### src/rtl/board_cursor_ctl.sv
// Mouse-to-board cursor controller: maps pointer to a square, debounces both
// buttons and runs the pick/place/cancel state machine.
module board_cursor_ctl #(
    parameter int unsigned FILES     = 8,
    parameter int unsigned RANKS     = 8,
    parameter int unsigned SQ_SIZE   = 96,
    parameter int unsigned X0        = 128,
    parameter int unsigned Y0        = 0,
    parameter int unsigned COORD_W   = 12,
    parameter int unsigned DEBOUNCE  = 4,
    parameter int unsigned DRAG_MODE = 0,
    localparam int unsigned IDX_W    = (FILES * RANKS > 1) ? $clog2(FILES * RANKS) : 1
) (
    input  logic               clk,
    input  logic               rst,
    input  logic [COORD_W-1:0] xpos,
    input  logic [COORD_W-1:0] ypos,
    input  logic               lmb,
    input  logic               rmb,
    input  logic               pick_allowed,
    output logic               hover_valid,
    output logic [IDX_W-1:0]   hover_idx,
    output logic               held,
    output logic [IDX_W-1:0]   src_idx,
    output logic [IDX_W-1:0]   dst_idx,
    output logic               pick_piece,
    output logic               place_piece,
    output logic               cancel
);

    localparam int unsigned X_SPAN = FILES * SQ_SIZE;
    localparam int unsigned Y_SPAN = RANKS * SQ_SIZE;
    localparam int unsigned CNT_W  = $clog2(DEBOUNCE + 1);

    typedef enum logic {
        IDLE,
        HELD
    } state_t;

    // Stage 1: offsets from the board origin; bit 32 set means left of / above the board
    logic [32:0]        x_off;
    logic [32:0]        y_off;
    logic [COORD_W-1:0] dx;
    logic [COORD_W-1:0] dy;
    logic               in_x;
    logic               in_y;

    assign x_off = {1'b0, 32'(xpos)} - {1'b0, 32'(X0)};
    assign y_off = {1'b0, 32'(ypos)} - {1'b0, 32'(Y0)};

    always_ff @(posedge clk) begin
        if (rst) begin
            dx   <= '0;
            dy   <= '0;
            in_x <= 1'b0;
            in_y <= 1'b0;
        end else begin
            dx   <= x_off[COORD_W-1:0];
            dy   <= y_off[COORD_W-1:0];
            in_x <= ~x_off[32] && (x_off[31:0] < X_SPAN);
            in_y <= ~y_off[32] && (y_off[31:0] < Y_SPAN);
        end
    end

    // Stage 2: square coordinate by threshold counting instead of division
    int unsigned file_c;
    int unsigned rank_c;

    always_comb begin
        file_c = 0;
        rank_c = 0;
        for (int unsigned k = 1; k < FILES; k++) begin
            if (32'(dx) >= k * SQ_SIZE) file_c = file_c + 32'd1;
        end
        for (int unsigned k = 1; k < RANKS; k++) begin
            if (32'(dy) >= k * SQ_SIZE) rank_c = rank_c + 32'd1;
        end
    end

    always_ff @(posedge clk) begin
        if (rst) begin
            hover_valid <= 1'b0;
            hover_idx   <= '0;
        end else begin
            hover_valid <= in_x & in_y;
            if (in_x & in_y) hover_idx <= IDX_W'(rank_c * FILES + file_c);
        end
    end

    // Button filters, bit 0 = left, bit 1 = right
    logic [1:0]       raw_s;
    logic [1:0]       filt;
    logic [1:0]       filt_d;
    logic [1:0]       press_e;
    logic [1:0]       rel_e;
    logic [CNT_W-1:0] db_cnt [2];

    always_ff @(posedge clk) begin
        if (rst) begin
            raw_s     <= '0;
            filt      <= '0;
            filt_d    <= '0;
            press_e   <= '0;
            rel_e     <= '0;
            db_cnt[0] <= '0;
            db_cnt[1] <= '0;
        end else begin
            raw_s   <= {rmb, lmb};
            filt_d  <= filt;
            press_e <= filt & ~filt_d;
            rel_e   <= ~filt & filt_d;
            for (int b = 0; b < 2; b++) begin
                if (raw_s[b] == filt[b]) begin
                    db_cnt[b] <= '0;
                end else if (db_cnt[b] == CNT_W'(DEBOUNCE - 1)) begin
                    filt[b]   <= raw_s[b];
                    db_cnt[b] <= '0;
                end else begin
                    db_cnt[b] <= db_cnt[b] + CNT_W'(1);
                end
            end
        end
    end

    // Pick/place state machine
    state_t           state;
    state_t           state_next;
    logic [IDX_W-1:0] src_next;
    logic [IDX_W-1:0] dst_next;
    logic             pick_c;
    logic             place_c;
    logic             cancel_c;
    logic             commit_c;

    always_ff @(posedge clk) begin
        if (rst) begin
            state       <= IDLE;
            src_idx     <= '0;
            dst_idx     <= '0;
            pick_piece  <= 1'b0;
            place_piece <= 1'b0;
            cancel      <= 1'b0;
        end else begin
            state       <= state_next;
            src_idx     <= src_next;
            dst_idx     <= dst_next;
            pick_piece  <= pick_c;
            place_piece <= place_c;
            cancel      <= cancel_c;
        end
    end

    always_comb begin
        state_next = state;
        src_next   = src_idx;
        dst_next   = dst_idx;
        pick_c     = 1'b0;
        place_c    = 1'b0;
        cancel_c   = 1'b0;
        commit_c   = (DRAG_MODE != 0) ? rel_e[0] : press_e[0];
        case (state)
            IDLE: begin
                if (press_e[0] && hover_valid && pick_allowed) begin
                    pick_c     = 1'b1;
                    src_next   = hover_idx;
                    state_next = HELD;
                end
            end
            HELD: begin
                if (press_e[1]) begin
                    cancel_c   = 1'b1;
                    state_next = IDLE;
                end else if (commit_c) begin
                    if (hover_valid && (hover_idx != src_idx)) begin
                        place_c  = 1'b1;
                        dst_next = hover_idx;
                    end else begin
                        cancel_c = 1'b1;
                    end
                    state_next = IDLE;
                end
            end
            default: state_next = IDLE;
        endcase
    end

    assign held = (state == HELD);

endmodule

### config.mk
export PLATFORM = sky130hd
export DESIGN_NAME = board_cursor_ctl
export DESIGN_NICKNAME = d
export VERILOG_FILES = /design/src/rtl/board_cursor_ctl.sv
export SDC_FILE = /design/constraint.sdc
export NUM_CORES = 1
export LEC_CHECK = 0
export ABC_AREA = 1
export CAP_MARGIN = 20
export CORE_MARGIN = 8
export CORE_UTILIZATION = 45
export CTS_CLUSTER_SIZE = 10
export DETAILED_ROUTE_END_ITERATION = 16
export DONT_BUFFER_PORTS = 1
export GPL_ROUTABILITY_DRIVEN = 0
export HOLD_SLACK_MARGIN = 0.03
export MAX_ROUTING_LAYER = met4
export SLEW_MARGIN = 5
export SYNTH_ARGS = -nofsm -noshare
export SYNTH_HDL_FRONTEND = slang
export SYNTH_SLANG_ARGS = --single-unit
### constraint.sdc
create_clock -name clk -period 5.7 [get_ports clk]
set_input_delay 1.71 -clock clk [delete_from_list [all_inputs] [get_ports clk]]
set_output_delay 1.71 -clock clk [all_outputs]
set_load 0.05 [all_outputs]
# --- After elaboration in Yosys (flattened, before gate mapping) ---
# Memory sizes are Yosys's and may differ from the RTL's.
# Cells that the tools add are included.
totals:
  register_bits: 57
  latch_bits: 0
  mem_bits_rw: 6
  mem_bits_ro: 0
  in_bits: 29
  output_inout_bits: 23
  word_cells: 133
  mem_count: 1
mem_list:
  columns: ["name", "words", "width", "read_ports", "rd_clocked_by_memory_dff", "write_ports", "line", "text"]
  rows:
  - ["db_cnt", 2, 3, 2, 0, 2, "96", "logic [CNT_W-1:0] db_cnt [2];"]
classes:
  n_addsub: 16
  multipliers: 0
  div: 0
  magnitude_cmp: 16
  eq_ne: 5
  shifts: 0
  n_mux: 52
  bitwise: 15
  reduce_logical: 11
op_table:
  columns: ["op", "count"]
  rows:
  - ["$ge 12x9->1 const B", 6]
  - ["$ge 12x10->1 const B", 4]
  - ["$mux 3", 12]
  - ["$mux 6", 6]
  - ["$mux 1", 33]
  - ["$lt 32x10->1 const B", 1]
  - ["$add 6x1->6 const B", 5]
  - ["$ge 12x7->1 const B", 2]
  - ["$ge 12x8->1 const B", 2]
  - ["$add 3x1->3 const B", 7]
  - ["$sub 12x8->13 const B", 1]
  - ["$lt 12x10->1 const B", 1]
  - ["$add 6x6->6", 1]
  - ["$eq 3x2->1 const B", 2]
  - ["$ne 6x6->1", 1]
  - ["$not 1->1", 6]
  - ["$or 1x1->1", 6]
  - ["$reduce_and 2->1", 3]
  - ["$add 1x1->2 const B", 2]
  - ["$logic_and 1x1->1", 4]
  - ["$reduce_and 4->1", 1]
  - ["$reduce_or 2->1", 2]
  - ["$reduce_or 4->1", 1]
  - ["$and 2x2->2", 1]
  - ["other kinds (4)", 5]

# --- Depth between registers and ports, before layout ---
depth:
  word_depth: 15
  depth_mapped: 34
  ltp_nobuf: 34

# --- Least setup slack after synthesis ---
# No wires, ideal clock.
synth_timing:
  path_type: "reg2reg"
  start: "register dy[9]"
  end: "register hover_idx[5]"
  setup_time_ns: 0.109
  t_arrival_ns: 4.327
  required_ns: 5.591
  setup_slack_ns: 1.264
  path_stages_with_launch: 32
  path_buffers: 0
  synth_period_minus_slack_ns: 4.436
  cell_sequence: "dfxtp_1 -> inv_1 -> nand2_1 -> nor2_1 -> nand3_1 -> inv_1 -> ha_1 -> inv_1 -> or2_1 -> nand2_1 -> inv_1 -> ha_1 -> nand2_1 -> nand2_1 -> ha_1 -> nor2_1 -> a31oi_1 -> ha_1 -> or2_2 -> o21ai_0 -> inv_1 -> ha_1 -> nand2_1 -> o21ai_1 -> fa_1 -> xnor2_1 -> xor2_1 -> inv_1 -> nand2_1 -> nand3_1 -> nand2_1 -> inv_1"
synth_between:
  elab_chain_cells: 15
  elab_cells_between_ends: 21
synth_lines:
  columns: ["item", "line", "text"]
  rows:
  - ["start, declared", "44", "logic [COORD_W-1:0] dy;"]
  - ["start signal, assigned", "59", "dy <= y_off[COORD_W-1:0];"]
  - ["$ge 12x7->1", "76", "if (32'(dy) >= k * SQ_SIZE) rank_c = rank_c + 32'd1;"]
  - ["$mux 1", "76", null]
  - ["$add 1x1->2", "76", null]
  - ["$mux 3", "76", null]
  - ["$add 3x1->3", "76", null]
  - ["$mux 3", "76", null]
  - ["$add 3x1->3", "76", null]
  - ["$mux 3", "76", null]
  - ["$add 3x1->3", "76", null]
  - ["$mux 3", "76", null]
  - ["$add 3x1->3", "76", null]
  - ["$mux 3", "76", null]
  - ["$add 3x1->3", "76", null]
  - ["$mux 3 *", "76", null]
  - ["$add 6x6->6 *", "86", "if (in_x & in_y) hover_idx <= IDX_W'(rank_c * FILES + file_c);"]
  - ["end signal, assigned", "86", null]
  - ["end, declared", "22", "output logic [IDX_W-1:0] hover_idx,"]
# Mark *: on every way between the ends. The rest lies on a longest branch, timed or not.
# A chain may end at the register's enable or synchronous reset.

# --- Worst setup path in the final report ---
layout_timing:
  start: "register dy[11]"
  end: "register hover_idx[5]"
# Same word-level chain as after synthesis.

==> qor.txt <==
outcome - completed
clock root buffer - clkbuf_8
Final HPWL DP - 4.15 mm
vias in the first global route - 2092
CTS buffer count - 5
H-tree levels - 2
max_cap viols - 0
vias per cell - 4.70
CTS clk-pin slew, worst paths - 0.10 ns
setup bufs post-CTS - 0
crit path time final - 4.83 ns
max incr delay on CP - 0.46 ns
worst-path fanout max - 4
Max Fclk - 207 MHz
Synth Warn # - 0
DRT iter0 DRCs - 70
average size of a mapped cell - 7.15 um^2
Slew HR - 57.1%
Setup Skew - 0.0117 ns
Antenna Cells - 0
post-CTS sizing - 0
Setup CP Type - reg -> reg
Row Count - 29
commonest cells after routing, fill and taps aside - inv_1 (79), nand2_1 (69), nor2_1 (57)
Hold/Removal Path Class - reg -> reg
Clock Path Buffers - 2
Die Area - 9160 um^2
top_reg_cell synth - dfxtp_1
initial antenna violation count - 0
setup_tns - 0 ns
final hold vios - 0
sequential fraction of the synthesis area - 39.2%
chip height - 95.7 um
Leak - 0.00148 uW
crit end category - flop
width of the die - 95.7 um
Wirelength per Cell - 10.8 um
vias - 2272
Yosys cell types - 34
CP arrival - 5.05 ns
I/O pin cnt - 52
Post-Synthesis Cells - 400
layout cells sized above 1 - 6.40%
type of origin of the critical path - flop
TritonCTS sink count - 53
combinational fraction of design power - 29.1%
Syn Std Cell Area - 2860 um^2
FILL cells - 625
number of nets in the layout - 452
Skew-Pair Late Insertion Delay - 0.30 ns
power per cell area - 279 nW/um^2
internal cell power - 568 uW
CORE AREA - 6240 um^2
Slew @ Worst Pin - 0.643 ns
Clk pwr share - 24.1%
gr usage total - 12.5%
RSZ-0062 raised after global routing - no
IR Drop Worst-Case VDD - 0.130 mV
Sw Ratio - 33.0%
first-pass GRT wire length - 8.95 mm
commonest non-fill, non-tap cell in the layout - inv_1
# DRC - 0
pin count of the biggest net entering global routing - 33
Detail Route Antenna Nets - 0
Final Max Slew Viols - 0
Hold Path Depth - 1
Area Overhead vs Synth - 6.12%
Reg2Reg Depth - 31
Synth async-reset ratio - 0%
Crit-path slowest cell - fa_1
EDFF count, synth - 6
CTS Hold Bufs - 0
final core area utilization - 48.6%
Most common cell on crit path - nand2_1
final WL - 5.20 mm
input/output buffers - 0
gr ovfl total - 0
Seq cells post-synth - 53
Initial Util - 45.8%
CTS tree - yes
sequential share of power - 46.8%
P_sw - 279 uW
Final setup viols - 0
Final period util - 84.7%
WP data required - 5.92 ns
1st-pass router iterations - 4
==> stage by stage <==
stage / hold slack (ns) / cell area (um^2) / power [uW] / cells / setup WS [ns]
4_1_cts: 0.384 / 3040 / 858 / 483 / 0.849
5_1_grt: 0.398 / 3040 / 924 / 483 / 0.332
3_5_place_dp: 0.382 / 2950 / 653 / 475 / 0.864
2_1_floorplan: 0.373 / 2880 / 614 / 405 / 1.26
3_3_place_gp: 0.378 / 2950 / 646 / 475 / 0.955
6_report: 0.385 / 3040 / 847 / 483 / 0.870
==> state kept, by name, summed over array words and instances, names as in the netlist <==
signal	flops
in_y	1
filt	2
in_x	1
db_cnt	6
src_idx	6
held	1
dx	7
dy	7
filt_d	2
cancel	1
dst_idx	6
hover_valid	1
press_e	2
hover_idx	6
place_piece	1
pick_piece	1
raw_s	2
==> routing by layer <==
metal / GRT usage (%) / up-vias / part of all wire (%) / routed length [um]
li1: - / 1255 / - / -
met1: 14.2 / 979 / 47 / 2430
met2: 21.0 / 32 / 47 / 2460
met3: 3.28 / 6 / 5.1 / 265
met4: 3.84 / 0 / 1.1 / 55
met5: - / - / 0 / 0
==> logic make-up after synthesis <==
logic type	count (synthesis)	share of synthesized area, %
compound gates	62	12.2
buf+inv	86	11.3
flops	53	39.2
simple gates	171	26.1
fa+ha+maj	18	8.14
xor+xnor	9	3.02
other cells	1	0.131
==> critical path: cells and delay by family, from the launching register on <==
family,cells,cell delay (ns)
AO/OA/AOI/OAI,3,0.42
XOR/XNOR,2,0.41
adder cells (fa/ha/maj),6,1.71
buffers and inverters,6,0.37
flip-flops,1,0.31
AND/OR/NAND/NOR,14,1.54
==> power by group through the flow <==
| stage | sequential [uW] | combinational [uW] | clock (uW) |
|---|---|---|---|
| floorplan | 404 | 210 | 0 |
| global placement | 405 | 241 | 0 |
| detailed placement | 405 | 247 | 0 |
| CTS | 397 | 249 | 212 |
| global route | 399 | 298 | 227 |
| finish | 397 | 246 | 204 |
==> path summary, 6_finish.rpt <==
| path | start | end | slack, ns |
|---|---|---|---|
| setup / recovery | dy[11]$_SDFF_PP0_ | hover_idx[5]$_SDFFE_PP0P_ | 0.87 |
| hold / removal | filt_d[0]$_SDFF_PP0_ | press_e[0]$_SDFF_PP0_ | 0.39 |
| setup reg to reg | dy[11]$_SDFF_PP0_ | hover_idx[5]$_SDFFE_PP0P_ | 0.87 |
| hold reg to reg | filt_d[0]$_SDFF_PP0_ | press_e[0]$_SDFF_PP0_ | 0.39 |
==> cell usage after synthesis (5+ instances only) <==
cell type / n / area share, %
nand3_1: 14 / 2.4
inv_1: 79 / 10
ha_1: 17 / 7.4
nor3_1: 7 / 1.2
o21ai_0: 24 / 4.2
nand2_1: 69 / 9.1
edfxtp_1: 6 / 6.3
dfxtp_1: 47 / 33
nor2_1: 57 / 7.5
a21oi_1: 24 / 4.2
nand2_2: 5 / 1.1
clkbuf_1: 6 / 0.79
==> layout make-up <==
type                            instances  area [um^2]  share of cell area, %
Clock inverter                          2         13.8                  0.453
Clock buffer                            6         72.6                   2.39
Tap cell                               77         96.3                   3.17
Inverter                               79          297                   9.77
Multi-Input combinational cell        266         1440                   47.3
Sequential cell                        53         1120                   36.9
(Power assumes the default switching activity.)
